**config.mk**
```make
export PLATFORM = sky130hd
export DESIGN_NAME = fpu_rr_arbiter_flat
export DESIGN_NICKNAME = d
export VERILOG_FILES = /design/src/rtl/fpu_rr_arbiter_if.sv /design/src/rtl/fpu_rr_arbiter.sv /design/src/flat_wrapper.sv
export SDC_FILE = /design/constraint.sdc
export NUM_CORES = 1
export LEC_CHECK = 0
export BUFFER_PORTS_ARGS = -buffer_cell sky130_fd_sc_hd__buf_2
export CAP_MARGIN = 25
export CORE_AREA = 3 3 162 164
export CTS_BUF_LIST = sky130_fd_sc_hd__clkbuf_8
export DETAILED_ROUTE_END_ITERATION = 8
export DIE_AREA = 0 0 165 167
export PLACE_DENSITY = 0.61
export SYNTH_ARGS = -nofsm -noshare
export SYNTH_HDL_FRONTEND = slang
export SYNTH_SLANG_ARGS = --single-unit
```
**constraint.sdc**
```tcl
create_clock -name i_clk -period 4.3 [get_ports i_clk]
set_input_delay 1.29 -clock i_clk [delete_from_list [all_inputs] [get_ports i_clk]]
set_output_delay 1.29 -clock i_clk [all_outputs]
set_load 0.01 [all_outputs]
```
**src/rtl/fpu_rr_arbiter_if.sv**
```systemverilog
// Requester-side bus of fpu_rr_arbiter: per-requester request and response
// handshakes, slice i of every bus belongs to requester i.
interface fpu_rr_arbiter_if #(
  parameter int N_REQ = 4
);
  logic [N_REQ-1:0]       req_valid;
  logic [N_REQ-1:0]       req_ready;
  logic [N_REQ-1:0][1:0]  req_funct;
  logic [N_REQ-1:0][31:0] req_a;
  logic [N_REQ-1:0][31:0] req_b;
  logic [N_REQ-1:0]       rsp_valid;
  logic [N_REQ-1:0]       rsp_ready;
  logic [31:0]            rsp_data;
  logic                   rsp_err;

  modport master (
    output req_valid, req_funct, req_a, req_b, rsp_ready,
    input  req_ready, rsp_valid, rsp_data, rsp_err
  );

  modport slave (
    input  req_valid, req_funct, req_a, req_b, rsp_ready,
    output req_ready, rsp_valid, rsp_data, rsp_err
  );
endinterface

```
**src/rtl/fpu_rr_arbiter.sv**
```systemverilog
// Round-robin sharing of one fpu between N_REQ requesters, one operation in flight.
// Optional WAIT watchdog: define FPU_ARB_TIMEOUT_EN (aborts with qNaN, rsp_err=1).
module fpu_rr_arbiter #(
  parameter int N_REQ   = 4,
  parameter int TIMEOUT = 64
) (
  input  logic        i_clk,
  input  logic        i_rst,
  fpu_rr_arbiter_if.slave io,
  output logic [1:0]  o_fpu_funct,
  output logic [31:0] o_fpu_a,
  output logic [31:0] o_fpu_b,
  input  logic [31:0] i_fpu_o,
  input  logic        i_fpu_finish,
  output logic        o_busy
);
  localparam int IW = (N_REQ > 1) ? $clog2(N_REQ) : 1;

  typedef enum logic [1:0] {S_IDLE = 2'd0, S_WAIT = 2'd1, S_RESP = 2'd2} state_t;

  state_t      r_state;
  logic [IW-1:0] r_g;
  logic [IW-1:0] r_ptr;
  logic        r_finish_q;
  logic [1:0]  r_fpu_funct;
  logic [31:0] r_fpu_a;
  logic [31:0] r_fpu_b;
  logic [31:0] r_rsp_data;

  logic [IW-1:0] w_win;
  logic        w_any;
  logic        w_done;
  logic        w_rsp_hs;

  // Highest offset first so the nearest set bit after the pointer wins last.
  always_comb begin
    logic [IW-1:0] idx;
    idx   = '0;
    w_win = '0;
    w_any = 1'b0;
    for (int k = N_REQ; k >= 1; k--) begin
      idx = IW'((int'(r_ptr) + k) % N_REQ);
      if (io.req_valid[idx]) begin
        w_win = idx;
        w_any = 1'b1;
      end
    end
  end

  assign w_done   = i_fpu_finish & ~r_finish_q;
  assign w_rsp_hs = (r_state == S_RESP) & io.rsp_ready[r_g];

  assign io.req_ready = (r_state == S_IDLE && w_any) ? (N_REQ'(1) << w_win) : '0;
  assign io.rsp_valid = (r_state == S_RESP) ? (N_REQ'(1) << r_g) : '0;
  assign io.rsp_data  = r_rsp_data;
  assign o_fpu_funct  = r_fpu_funct;
  assign o_fpu_a      = r_fpu_a;
  assign o_fpu_b      = r_fpu_b;
  assign o_busy       = (r_state != S_IDLE);

`ifdef FPU_ARB_TIMEOUT_EN
  localparam int TW = $clog2(TIMEOUT + 1);
  logic [TW-1:0] r_tcnt;
  logic          r_rsp_err;
  assign io.rsp_err = r_rsp_err;
`else
  localparam int unused_timeout = TIMEOUT;
  assign io.rsp_err = 1'b0;
`endif

  always_ff @(posedge i_clk) begin
    if (i_rst) begin
      r_state     <= S_IDLE;
      r_g         <= '0;
      r_ptr       <= IW'(N_REQ - 1);
      r_finish_q  <= 1'b0;
      r_fpu_funct <= '0;
      r_fpu_a     <= '0;
      r_fpu_b     <= '0;
      r_rsp_data  <= '0;
`ifdef FPU_ARB_TIMEOUT_EN
      r_tcnt      <= '0;
      r_rsp_err   <= 1'b0;
`endif
    end else begin
      r_finish_q <= i_fpu_finish;
      case (r_state)
        S_IDLE: begin
          if (w_any) begin
            r_g         <= w_win;
            r_fpu_funct <= io.req_funct[w_win];
            r_fpu_a     <= io.req_a[w_win];
            r_fpu_b     <= io.req_b[w_win];
            r_state     <= S_WAIT;
`ifdef FPU_ARB_TIMEOUT_EN
            r_tcnt      <= '0;
`endif
          end
        end
        S_WAIT: begin
          // A finish already high at launch has r_finish_q set, so only a fresh rise completes.
          if (w_done) begin
            r_rsp_data <= i_fpu_o;
            r_state    <= S_RESP;
`ifdef FPU_ARB_TIMEOUT_EN
            r_rsp_err  <= 1'b0;
          end else if (r_tcnt == TW'(TIMEOUT - 1)) begin
            r_rsp_data <= 32'h7FC0_0000;
            r_rsp_err  <= 1'b1;
            r_state    <= S_RESP;
          end else begin
            r_tcnt     <= r_tcnt + 1'b1;
`endif
          end
        end
        S_RESP: begin
          if (w_rsp_hs) begin
            r_ptr   <= r_g;
            r_state <= S_IDLE;
          end
        end
        default: r_state <= S_IDLE;
      endcase
    end
  end
endmodule

```
**src/flat_wrapper.sv**
```systemverilog
// flat-port wrapper written by rule: the top's interface ports become plain ports
module fpu_rr_arbiter_flat 
#(
  parameter int N_REQ   = 4,
  parameter int TIMEOUT = 64
)
  (i_clk, i_rst, o_fpu_funct, o_fpu_a, o_fpu_b, i_fpu_o, i_fpu_finish, o_busy, io_req_valid, io_req_funct, io_req_a, io_req_b, io_rsp_ready, io_req_ready, io_rsp_valid, io_rsp_data, io_rsp_err);
  fpu_rr_arbiter_if #(.N_REQ(N_REQ)) io_i ();
  input  logic i_clk;
  input  logic i_rst;
  output logic [1:0] o_fpu_funct;
  output logic [31:0] o_fpu_a;
  output logic [31:0] o_fpu_b;
  input  logic [31:0] i_fpu_o;
  input  logic i_fpu_finish;
  output logic o_busy;
  input wire logic [$bits(io_i.req_valid)-1:0] io_req_valid;
  input wire logic [$bits(io_i.req_funct)-1:0] io_req_funct;
  input wire logic [$bits(io_i.req_a)-1:0] io_req_a;
  input wire logic [$bits(io_i.req_b)-1:0] io_req_b;
  input wire logic [$bits(io_i.rsp_ready)-1:0] io_rsp_ready;
  output wire logic [$bits(io_i.req_ready)-1:0] io_req_ready;
  output wire logic [$bits(io_i.rsp_valid)-1:0] io_rsp_valid;
  output wire logic [$bits(io_i.rsp_data)-1:0] io_rsp_data;
  output wire logic [$bits(io_i.rsp_err)-1:0] io_rsp_err;
  assign io_i.req_valid = io_req_valid;
  assign io_i.req_funct = io_req_funct;
  assign io_i.req_a = io_req_a;
  assign io_i.req_b = io_req_b;
  assign io_i.rsp_ready = io_rsp_ready;
  assign io_req_ready = io_i.req_ready;
  assign io_rsp_valid = io_i.rsp_valid;
  assign io_rsp_data = io_i.rsp_data;
  assign io_rsp_err = io_i.rsp_err;
  fpu_rr_arbiter #(.N_REQ(N_REQ), .TIMEOUT(TIMEOUT)) u_core (.i_clk(i_clk), .i_rst(i_rst), .io(io_i), .o_fpu_funct(o_fpu_funct), .o_fpu_a(o_fpu_a), .o_fpu_b(o_fpu_b), .i_fpu_o(i_fpu_o), .i_fpu_finish(i_fpu_finish), .o_busy(o_busy));
endmodule
```
---- Word level (Yosys, flattened, before mapping) ----
Index checks and enable logic that the tools add are counted.
storage, ports and cells
  output and inout port bits .............. 108
  input bits .............................. 307
  word-level logic and storage cells ...... 65
  register bits ........................... 105
cells by class
  shift-type cells ........................ 2
  multiplexer cells ....................... 30
  magnitude comparators ................... 6
  reduce and logical (&&, ||, !) cells .... 7
  eq/ne operators ......................... 5
  add/sub/neg operators ................... 4
  bitwise gates (word level) .............. 3
operator list
  kind                                                    count
  binary-select mux 32 bit (select 2 bit)                 2
  2-to-1 mux 32 bit                                       2
  < comparator 2 x 3 -> 1 bit (second input constant)     6
  2-to-1 mux 2 bit                                        8
  binary-select mux 1 bit (select 2 bit)                  5
  2-to-1 mux 1 bit                                        9
  2-to-1 mux 4 bit                                        2
  left shift 1 x 2 -> 4 bit (first input constant)        2
  inequality test 2 x 1 -> 1 bit (second input constant)  3
  case mux 2 bit (3 select lines)                         1
  AND reduction 2 bit                                     3
  adder 2 x 1 -> 2 bit (second input constant)            2
  adder 2 bit (second input constant)                     2
  binary-select mux 2 bit (select 2 bit)                  1
  AND reduction 3 bit                                     1
  AND 1 bit                                               2
  equality test 2 x 1 -> 1 bit (second input constant)    1
  equality test 2 bit (second input constant)             1
  zero test 2 bit                                         1
  nonzero test 2 bit                                      1
  logical AND 1 bit                                       1
  inverter 1 bit                                          1

---- Longest topological paths before layout ----
Gate-level depths: netlist of run 1.
  word-level depth ........................ 9
  gate-level depth with buffers ........... 9
  depth with buffers taken out ............ 5

---- Least setup slack after synthesis of run 1 ----
Ideal clock, no wire load.
  path kind ............................... input -> output
  start point ............................. input io_req_valid[2]
  end point ............................... output io_req_ready[1]
  required time ........................... 3.010 ns
  cell stages on the path ................. 8
  path buffers ............................ 4
  path slack .............................. 0.391 ns
  arrival time ............................ 2.619 ns
  cells stage by stage .................... nand2b_1 a21o_1 buf_2 and3_1 buf_2 buf_6 buf_4 nor3_1
on the way
  longest elaborated chain between the ends .. 8
  elaborated cells on any way between the ends .. 19
  those cells by class .................... shift (1); mux (17); reduce/logical (1)
RTL lines
  element                                                                   line                  source
  start, declared                                                           flat_wrapper.sv:17    input wire logic [$bits(io_i.req_valid)-1:0] io_req_valid;
  binary-select mux 1 bit (select 2 bit)                                    fpu_rr_arbiter.sv:43  if (io.req_valid[idx]) begin
  2-to-1 mux 1 bit (not written as such)                                    fpu_rr_arbiter.sv:43
  2-to-1 mux 2 bit / 2-to-1 mux 1 bit (equally long branches) (4 in a row)  fpu_rr_arbiter.sv:43
  left shift 1 x 2 -> 4 bit / logical AND 1 bit (equally long branches)     fpu_rr_arbiter.sv:53  assign io.req_ready = (r_state == S_IDLE && w_any) ? (N_REQ'(1) << w_win) : '0;
  2-to-1 mux 4 bit *                                                        fpu_rr_arbiter.sv:53
  end, declared                                                             flat_wrapper.sv:22    output wire logic [$bits(io_i.req_ready)-1:0] io_req_ready;
Mark *: on every way between the ends. The rest lies on a longest branch, timed or not. The select of a mux whose other input is x is not followed.

---- Worst setup path in the final report of run 1 ----
Ends and elaborated chain as after synthesis.

==> reports/qor.csv, run 1 <==
stage;metric;value;unit
route;vias;6814;
clocking;clock_tree.htree_level_count;3;
logic_synthesis;post_synth_top_area_share;34.5;%
logic_synthesis;mappedNetlistNets;1030;
setup_path;worstPathArrival;2.66;ns
flow_run;cap_violations;0;
placed_design;port_buffers;413;
clocking;cts_made_buffers;9;
logic_synthesis;synth-edff-count;0;
die;die_area;0.0276;mm^2
layout;design.final.nets;1400;
clocking;cts_buffer_depth;2;
clocking;cts.repair_timing.setup_buffer_count;0;
global_routing;largest_net_degree_at_the_start_of_global_routing;89;
timing;timing_worst_slew_pin_value;0.943;ns
setup_path;cp.required;3.01;ns
layout;mostFrequentLayoutCell;sky130_fd_sc_hd__buf_2;
timing;maxSlewHeadroom;37.0;%
clocking;clkSinkCount;105;
run_status;run_status;completed;
timing;rsz0062_at_grt;no;
die;die_w;165;um
power;net-switching-power;0.000928;W
layout;post-route-cell-area;0.00862;mm^2
logic_synthesis;synthFlopType;sky130_fd_sc_hd__dfxtp_1;
route;drt-vias-per-instance;4.77;
die;core_region_area;0.0250;mm^2
placed_design;gpl.final_weighted_congestion;0.816;
clocking;worst_skew_pair.late_latency;0.39;ns
global_routing;grt-ovfl-total;0;
timing;finalCritPeriodShare;91.9;%
logic_synthesis;post_synth_num_cell_types;39;
global_routing;antenna_found_initial;3;
power;p_leak;4.06;nW
power;share_seq_of_total_power;43.5;%
global_routing;grt_first_pass_wirelength;34.9;mm
die;ios;415;
power;power_switching_share;35.9;%
power;internal-power;0.00166;W
power;power_per_cell_area;300;mW/mm^2
logic_synthesis;yosysWarningCount;0;
clocking;cts-resized-gates;0;
die;starting_density_of_the_core;24.3;%
global_routing;groute.usage.overall;15.9;%
logic_synthesis;syn-cell-area;0.00609;mm^2
layout;final_cell_mix;sky130_fd_sc_hd__buf_2, sky130_fd_sc_hd__a211oi_1, sky130_fd_sc_hd__dfxtp_1;
setup_path;critPathKind;input pin to output pin;
timing;fin_skew;0.0126;ns
timing;fmax;0.253;GHz
power;part_of_the_total_power_dissipated_in_the_clock_network;26.2;%
route;detail_route.wirelength;23.1;mm
die;fp-row-count;58;
logic_synthesis;seq_area_frac_synth;34.5;%
clocking;cts-root-buf;sky130_fd_sc_hd__clkbuf_8;
layout;area_growth_syn_to_fin;41.6;%
setup_path;maximum_fanout_along_the_worst_path;4;
die;dieHeight;167;um
placed_design;dp.final_hpwl;17.7;mm
clocking;cts-hold-fix-buffers;0;
logic_synthesis;synthesis.instances;723;
power;power.share.combinational;30.4;%
setup_path;timing.critical_path.to_type;output pin;
route;drc_marker_count_from_the_first_detailed_route_iteration;422;
timing;post-route-min-period;3.95;ns
timing;final.setup.tns;0;ns
route;route.detailed.wl_per_inst;16.1;um
route;drtAntennaViolNets;0;
power;power.ir.vdd_worst;0.000186;V
layout;drive_gt1_share;43.4;%
setup_path;timing.critical_path.from_type;input pin;
logic_synthesis;syn_area_per_cell;8.42;um^2
route;dr.pass1.iters;7;
timing;hold_violations;0;
timing;setup_viol;0;
logic_synthesis;synth_top_area_cell;sky130_fd_sc_hd__dfxtp_1;
timing;worst_hold_slack;0.458;ns
placed_design;detailedPlace.worstSlack;0.370;ns
route;drcViolationCount;0;
timing;layout_setup_ws;0.349;ns
min_path;hold_path_depth;2;
clocking;clock_input_transition_at_the_sequential_cells_of_the_worst_setup_and_hold_paths;0.13;ns
global_routing;via_count_of_the_first_global_routing_pass;6560;
timing;finalMaxSlewViolations;0;
logic_synthesis;postSynthRegisterBits;105;
setup_path;worst_r2r_path_depth;6;
logic_synthesis;yosys-top-cells-area;sky130_fd_sc_hd__dfxtp_1, sky130_fd_sc_hd__a211oi_1, sky130_fd_sc_hd__nor2b_1, sky130_fd_sc_hd__mux2i_1, sky130_fd_sc_hd__nand2_1;
clocking;cts_tree;built;
min_path;classification_of_the_worst_slack_hold_path;flop to flop;
logic_synthesis;asyncSetResetFlopFracSynth;0;%
placed_design;placedInstanceArea;0.00840;mm^2
==> worst paths after layout <==
kind | startpoint | to | slack [ns]
setup / recovery | io_req_valid[2] | io_req_ready[1] | 0.35
hold / removal | u_core.io.rsp_data[30]$_SDFFE_PP0P_ | u_core.io.rsp_data[30]$_SDFFE_PP0P_ | 0.46
setup reg to reg | u_core.r_ptr[0]$_SDFFE_PP1P_ | u_core.o_fpu_a[4]$_SDFFE_PP0P_ | 2.02
hold reg to reg | u_core.io.rsp_data[30]$_SDFFE_PP0P_ | u_core.io.rsp_data[30]$_SDFFE_PP0P_ | 0.46
==> flip-flops by register name, indices dropped and copies added, names as in the netlist <==
name / flops
u_core.r_state: 2
u_core.o_fpu_b: 32
u_core.io.rsp_data: 32
u_core.r_finish_q: 1
u_core.o_fpu_funct: 2
u_core.r_ptr: 2
u_core.o_fpu_a: 32
u_core.r_g: 2
==> stage by stage <==
| stage | cells | util (%) | total power (W) |
|---|---|---|---|
| after floorplan | 723 | - | 0.00159 |
| after global placement | 1412 | 33.5 | 0.00194 |
| after detailed placement | 1412 | 33.5 | 0.00194 |
| after CTS | 1428 | 34.4 | 0.00264 |
| after global routing | 1430 | 34.4 | 0.00276 |
| final | 1430 | 34.4 | 0.00259 |
==> cell type report <==
cell class / instances / area [um^2]
flip-flops and latches: 105 / 2100
inverters: 35 / 131
clock inverters: 7 / 88.8
diodes: 2 / 5.00
clock buffers: 9 / 124
well taps: 330 / 413
fillers: 2679 / 16400
multi-input cells: 508 / 3510
repair buffers: 434 / 2240
==> per-layer routing <==
metal,vias to the layer above,part of all wire (%),track usage [%]
li1,3390,-,-
met5,-,0.056,0
met4,2,1.9,4.52
met1,3107,40,18.4
met3,27,7.3,3.58
met2,288,51,29.0
==> cell usage after synthesis (2+ instances only) <==
cell                         n
sky130_fd_sc_hd__clkbuf_1   43
sky130_fd_sc_hd__a211oi_1  117
sky130_fd_sc_hd__buf_6       5
sky130_fd_sc_hd__nor3_1      3
sky130_fd_sc_hd__nor2_1      8
sky130_fd_sc_hd__nand2_1    68
sky130_fd_sc_hd__buf_2      16
sky130_fd_sc_hd__buf_4       9
sky130_fd_sc_hd__a21oi_1    34
sky130_fd_sc_hd__nand2b_1    4
sky130_fd_sc_hd__a31oi_1    34
sky130_fd_sc_hd__a211o_1     2
sky130_fd_sc_hd__and3_1      4
sky130_fd_sc_hd__o21bai_1   34
sky130_fd_sc_hd__mux2i_1    34
sky130_fd_sc_hd__buf_1       2
sky130_fd_sc_hd__nand3b_1   33
sky130_fd_sc_hd__o31ai_1    32
sky130_fd_sc_hd__dfxtp_1   105
sky130_fd_sc_hd__inv_1      35
sky130_fd_sc_hd__a211oi_2   16
sky130_fd_sc_hd__nor2b_1    68
==> cell families after synthesis <==
logic type | count (synthesis) | synth area share [%]
compound gates | 275 | 33.3
buf+inv | 110 | 8.29
flops | 105 | 34.5
mux | 35 | 5.96
other cells | 1 | 0.0616
simple gates | 197 | 17.8
==> power by group through the flow <==
stage | Combinational, W | Clock, W | Sequential (W)
2_1_floorplan | 0.000403 | 0 | 0.00119
3_3_place_gp | 0.000794 | 0 | 0.00114
3_5_place_dp | 0.000798 | 0 | 0.00115
4_1_cts | 0.000800 | 0.000719 | 0.00113
5_1_grt | 0.000869 | 0.000750 | 0.00114
6_report | 0.000785 | 0.000678 | 0.00112
==> worst max-delay path, cell delays in order <==
cell and delay, ns:
sky130_fd_sc_hd__buf_2 0.11, sky130_fd_sc_hd__nand2b_1 0.14, sky130_fd_sc_hd__a21o_1 0.22, sky130_fd_sc_hd__and3_4 0.22, sky130_fd_sc_hd__nor3_1 0.45, sky130_fd_sc_hd__buf_2 0.23
Power figures use the tool's default switching activity.
==> inputs of run 2 (changes only) <==
- REMOVE_ABC_BUFFERS: unset -> 1
==> run 2 against run 1 <==
Effect of this change:
- final cell count up 0.14%
- sequential power about the same
- sequential share of layout area up 0.082 points
- clock skew up 0.012 ns
- fmax up 1.3%
- register-to-register slack worse by 0.21 ns
- flip-flop and latch count unchanged
- global-route usage up 1.0 points
- setup slack better by 0.051 ns
- critical path type unchanged
- critical endpoint is now io_req_ready[3]
==> reports/qor.csv, run 2 (synthesized netlist as in run 1, its figures left out) <==
stage;metric;value;unit
setup_path;crit_family;simple AND/OR/NAND/NOR gates;
power;net-switching-power;0.000921;W
route;drc_marker_count_from_the_first_detailed_route_iteration;379;
timing;final.setup.tns;0;ns
setup_path;cell_by_cell_trace_of_the_critical_path;buf_2 > nor2b_2 > o221a_4 > nand2_2 > nor2_1 > buf_2;
route;route.detailed.wl_per_inst;17.1;um
placed_design;placedInstanceArea;0.00838;mm^2
setup_path;timing.critical_path.from_type;input pin;
die;dieHeight;167;um
clocking;clock_input_transition_at_the_sequential_cells_of_the_worst_setup_and_hold_paths;0.10;ns
die;die_w;165;um
clocking;cts-hold-fix-buffers;0;
setup_path;crit_buf_inv;2;
layout;multi_input_comb_area;0.00351;mm^2
die;core_region_area;0.0250;mm^2
layout;final_cell_count_no_fill;1432;
timing;hold_violations;0;
route;drtAntennaViolNets;0;
power;power.ir.vdd_worst;0.000169;V
timing;timing_worst_slew_pin_value;1.04;ns
min_path;hold_path_depth;2;
die;die_area;0.0276;mm^2
min_path;classification_of_the_worst_slack_hold_path;flop to flop;
timing;setup_viol;0;
timing;finalMaxSlewViolations;0;
layout;design.final.nets;1399;
power;finalPower;0.00257;W
layout;drive_gt1_share;43.4;%
route;drt-vias-per-instance;4.81;
layout;post-route-cell-area;0.00859;mm^2
timing;maxSlewHeadroom;30.2;%
setup_path;cp_slowest_stage_delay;0.33;ns
clocking;worst_skew_pair.late_latency;0.39;ns
run_status;run_status;completed;
global_routing;antenna_found_initial;6;
setup_path;worst_r2r_path_depth;7;
power;power_per_cell_area;299;mW/mm^2
clocking;cts.repair_timing.setup_buffer_count;0;
flow_run;cap_violations;0;
setup_path;critPathKind;input pin to output pin;
timing;rsz0062_at_grt;no;
power;p_leak;4.04;nW
global_routing;grt-ovfl-total;0;
power;part_of_the_total_power_dissipated_in_the_clock_network;25.1;%
layout;ff_latch_area;0.00210;mm^2
power;share_seq_of_total_power;43.8;%
min_path;whs_endpoint;u_core.io.rsp_data[9]$_SDFFE_PP0P_;
global_routing;groute.usage.overall;16.9;%
setup_path;critPathLaunch;io_req_valid[3];
clocking;cts-resized-gates;0;
setup_path;regToRegSetupSlack;1.81;ns
die;starting_density_of_the_core;24.3;%
route;detail_route.wirelength;24.5;mm
layout;mostFrequentLayoutCell;sky130_fd_sc_hd__buf_2;
setup_path;worstPathArrival;2.61;ns
layout;area_growth_syn_to_fin;41.1;%
global_routing;largest_net_degree_at_the_start_of_global_routing;69;
clocking;clock_tree.htree_level_count;3;
setup_path;path_depth;6;
power;power.share.combinational;31.1;%
power;internal-power;0.00164;W
route;dr.pass1.iters;4;
clocking;cts_buffer_depth;2;
setup_path;critical_path_slowest_stage_cell;sky130_fd_sc_hd__o221a_4;
timing;fmax;0.256;GHz
route;vias;6892;
global_routing;grt_first_pass_wirelength;36.8;mm
route;drcViolationCount;0;
power;power_switching_share;35.9;%
clocking;cts-root-buf;sky130_fd_sc_hd__clkbuf_8;
timing;post-route-min-period;3.90;ns
setup_path;maximum_fanout_along_the_worst_path;10;
timing;finalCritPeriodShare;90.7;%
min_path;hold_start;u_core.io.rsp_data[9]$_SDFFE_PP0P_;
placed_design;gpl.final_weighted_congestion;0.879;
timing;fin_skew;0.0243;ns
layout;nFillCells;2693;
setup_path;critical_path.reg2reg.endpoint;u_core.o_fpu_a[25]$_SDFFE_PP0P_;
clocking;cts_tree;built;
placed_design;placed_cells_incl_taps;1411;
setup_path;critPathMostFrequentCell;sky130_fd_sc_hd__buf_2;
die;ios;415;
global_routing;via_count_of_the_first_global_routing_pass;6775;
setup_path;cp.required;3.01;ns
clocking;clkSinkCount;105;
die;fp-row-count;58;
placed_design;port_buffers;413;
setup_path;timing.critical_path.to_type;output pin;
clocking;cts_made_buffers;9;
setup_path;worstReg2RegStart;u_core.r_ptr[0]$_SDFFE_PP1P_;
placed_design;dp.final_hpwl;18.7;mm
layout;final_cell_mix;sky130_fd_sc_hd__buf_2, sky130_fd_sc_hd__a211oi_1, sky130_fd_sc_hd__dfxtp_1;
-- run 2: per-stage QoR --
stage	utilization, %	hold WS, ns	setup slack (ns)
after floorplan	-	0.441	-2.43
after global placement	33.5	0.439	0.486
after detailed placement	33.5	0.445	0.411
after CTS	34.2	0.462	0.409
after global routing	34.3	0.480	0.297
final	34.3	0.457	0.399
-- run 2: how the worst max path moves through the flow --
stage                       to  slack [ns]
6_report       io_req_ready[3]        0.40
3_3_place_gp   io_req_ready[3]        0.49
2_1_floorplan  io_req_ready[1]       -2.43
5_1_grt        io_req_ready[3]        0.30
4_1_cts        io_req_ready[3]        0.41
3_5_place_dp   io_req_ready[3]        0.41
-- run 2: cell type report --
type | count | area share [%]
multi-input cells | 508 | 40.9
repair buffers | 433 | 25.8
flip-flops and latches | 105 | 24.5
well taps | 330 | 4.81
inverters | 35 | 1.53
clock buffers | 9 | 1.44
clock inverters | 7 | 0.845
diodes | 5 | 0.146
-- run 2: power by group through the flow --
stage	Sequential, W	Combinational [W]	Clock (W)
6_report	0.00112	0.000798	0.000643
5_1_grt	0.00114	0.000876	0.000716
4_1_cts	0.00112	0.000805	0.000678
3_5_place_dp	0.00115	0.000803	0
3_3_place_gp	0.00114	0.000801	0
2_1_floorplan	0.00119	0.000361	0
-- run 2: worst register-to-register path: cells and delay by family, from the launching register on --
family	cells	cell delay, ns
flops	1	0.38
buf+inv	2	0.96
simple gates	2	0.43
mux	1	0.32
compound gates	2	0.27
-- run 2: metal layers --
layer / up-vias / GRT usage [%] / share of wire, %
li1: 3383 / - / -
met2: 287 / 28.0 / 48
met4: 0 / 6.09 / 2.5
met1: 3180 / 21.3 / 42
met3: 42 / 3.86 / 7.5
met5: - / 0 / 0
==> inputs of run 3 (changes only) <==
- PLACE_DENSITY: 0.61 -> unset
- PLACE_DENSITY_LB_ADDON: unset -> 0.12
==> run 3 against run 2 <==
Effect of this change:
- non-clock buffer count is 4 lower
- clock power increased by 4.2%
- core utilization hardly changed
- setup slack better by 0.18 ns
- fmax rose by 4.9%
- clock skew decreased by 0.0026 ns
- critical path type unchanged
==> reports/qor.csv, run 3 (synthesized netlist as in run 1, its figures left out) <==
stage;metric;value;unit
die;die_w;165;um
route;drcViolationCount;0;
timing;worst_hold_slack;0.461;ns
timing;fin_skew;0.0217;ns
timing;finalCritPeriodShare;86.4;%
route;route.detailed.wl_per_inst;17.9;um
min_path;hold_path_depth;2;
global_routing;via_count_of_the_first_global_routing_pass;6617;
run_status;run_status;completed;
layout;design.final.nets;1395;
setup_path;worstPathArrival;2.43;ns
flow_run;cap_violations;0;
clocking;cts_buffer_depth;2;
power;power.ir.vdd_worst;0.000180;V
global_routing;gr-usage-met2;31.3;%
timing;timing_worst_slew_pin_value;0.743;ns
timing;hold_violations;0;
clocking;cts_tree;built;
global_routing;grt-ovfl-total;0;
clocking;cts-hold-fix-buffers;0;
layout;final_cell_mix;sky130_fd_sc_hd__buf_2, sky130_fd_sc_hd__a211oi_1, sky130_fd_sc_hd__dfxtp_1;
timing;rsz0062_at_grt;no;
die;dieHeight;167;um
global_routing;groute.usage.overall;17.5;%
clocking;worst_skew_pair.late_latency;0.39;ns
setup_path;cp.required;3.01;ns
layout;mostFrequentLayoutCell;sky130_fd_sc_hd__buf_2;
setup_path;timing.critical_path.to_type;output pin;
route;drt-vias-per-instance;4.72;
placed_design;port_buffers;413;
setup_path;worst_r2r_path_depth;7;
global_routing;gr-usage-met3;3.76;%
layout;nFillCells;2773;
global_routing;grt_met1_usage;21.1;%
min_path;hold_start;u_core.io.rsp_data[22]$_SDFFE_PP0P_;
setup_path;critical_path.reg2reg.endpoint;u_core.o_fpu_b[6]$_SDFFE_PP0P_;
placed_design;gpl.final_weighted_congestion;0.828;
power;p_leak;4.03;nW
die;ios;415;
timing;post-route-min-period;3.72;ns
setup_path;critPathKind;input pin to output pin;
timing;setup_viol;0;
global_routing;grt_first_pass_wirelength;37.9;mm
layout;area_growth_syn_to_fin;41.0;%
clocking;clkSinkCount;105;
clocking;clock_tree.htree_level_count;3;
setup_path;worstReg2RegStart;u_core.r_ptr[0]$_SDFFE_PP1P_;
clocking;cts-root-buf;sky130_fd_sc_hd__clkbuf_8;
setup_path;regToRegSetupSlack;1.52;ns
die;fp-row-count;58;
route;drc_marker_count_from_the_first_detailed_route_iteration;274;
timing;maxSlewHeadroom;50.5;%
layout;finalCoreUtilization;34.3;%
setup_path;maximum_fanout_along_the_worst_path;33;
die;starting_density_of_the_core;24.3;%
die;core_region_area;0.0250;mm^2
placed_design;dp.final_hpwl;18.8;mm
min_path;whs_endpoint;u_core.io.rsp_data[22]$_SDFFE_PP0P_;
route;drtAntennaViolNets;0;
route;detail_route.wirelength;25.5;mm
global_routing;top_usage_layer;met2;
timing;finalMaxSlewViolations;0;
clocking;cts-resized-gates;0;
min_path;classification_of_the_worst_slack_hold_path;flop to flop;
setup_path;timing.critical_path.from_type;input pin;
clocking;cts.repair_timing.setup_buffer_count;0;
layout;drive_gt1_share;43.2;%
route;dr.pass1.iters;4;
clocking;cts_made_buffers;9;
global_routing;antenna_found_initial;3;
timing;fmax;0.269;GHz
global_routing;largest_net_degree_at_the_start_of_global_routing;130;
route;vias;6737;
power;power_per_cell_area;301;mW/mm^2
die;die_area;0.0276;mm^2
clocking;clock_input_transition_at_the_sequential_cells_of_the_worst_setup_and_hold_paths;0.12;ns
[run 3: worst max path at each step]
stage / slack, ns / endpoint / cells past startpoint / from
final: 0.58 / io_req_ready[2] / 7 / io_req_valid[2]
after global routing: 0.48 / io_req_ready[2] / 7 / io_req_valid[1]
after CTS: 0.57 / io_req_ready[2] / 7 / io_req_valid[1]
after detailed placement: 0.45 / u_core.o_fpu_a[7]$_SDFFE_PP0P_ / 8 / io_req_valid[3]
after global placement: 0.48 / u_core.o_fpu_a[19]$_SDFFE_PP0P_ / 8 / io_req_valid[3]
after floorplan: -2.43 / io_req_ready[1] / 3 / io_req_valid[1]
[run 3: area by class of cell]
| class | instances | area [um^2] | area share (%) |
|---|---|---|---|
| clock inverters | 7 | 83.8 | 0.977 |
| flip-flops and latches | 105 | 2100 | 24.5 |
| well taps | 330 | 413 | 4.81 |
| repair buffers | 429 | 2200 | 25.7 |
| inverters | 35 | 131 | 1.53 |
| diodes | 4 | 10.0 | 0.117 |
| clock buffers | 9 | 124 | 1.44 |
| multi-input cells | 508 | 3510 | 40.9 |
[run 3: stage by stage]
step | cell area (um^2) | setup slack (ns) | total power [W] | setup TNS [ns] | std cells
global route | 8580 | 0.483 | 0.00275 | 0 | 1426
floorplan | 5710 | -2.43 | 0.00155 | -94.31 | 648
CTS | 8570 | 0.567 | 0.00264 | 0 | 1423
finish | 8580 | 0.583 | 0.00258 | 0 | 1427
detailed placement | 8360 | 0.447 | 0.00195 | 0 | 1407
global placement | 8360 | 0.485 | 0.00195 | 0 | 1407
[run 3: report_power, final]
| group | leakage [nW] | total [W] | internal (W) | switching (W) |
|---|---|---|---|---|
| Combinational | 3.06 | 0.000791 | 0.000343 | 0.000448 |
| Clock | 0.104 | 0.000670 | 0.000235 | 0.000435 |
| Sequential | 0.865 | 0.00112 | 0.00107 | 0.0000524 |
[run 3: critical path: stages]
cell	delay (ns)
sky130_fd_sc_hd__buf_2	0.11
sky130_fd_sc_hd__nand2b_1	0.13
sky130_fd_sc_hd__a21o_1	0.22
sky130_fd_sc_hd__nand3_2	0.09
sky130_fd_sc_hd__buf_4	0.34
sky130_fd_sc_hd__nor2_1	0.09
sky130_fd_sc_hd__buf_2	0.16
[run 3: layer usage]
metal  share of wire [%]  wire length, um
met1                  41            10400
met2                  51            13100
met3                 6.7             1710
met4                 1.2              307
met5                   0                0
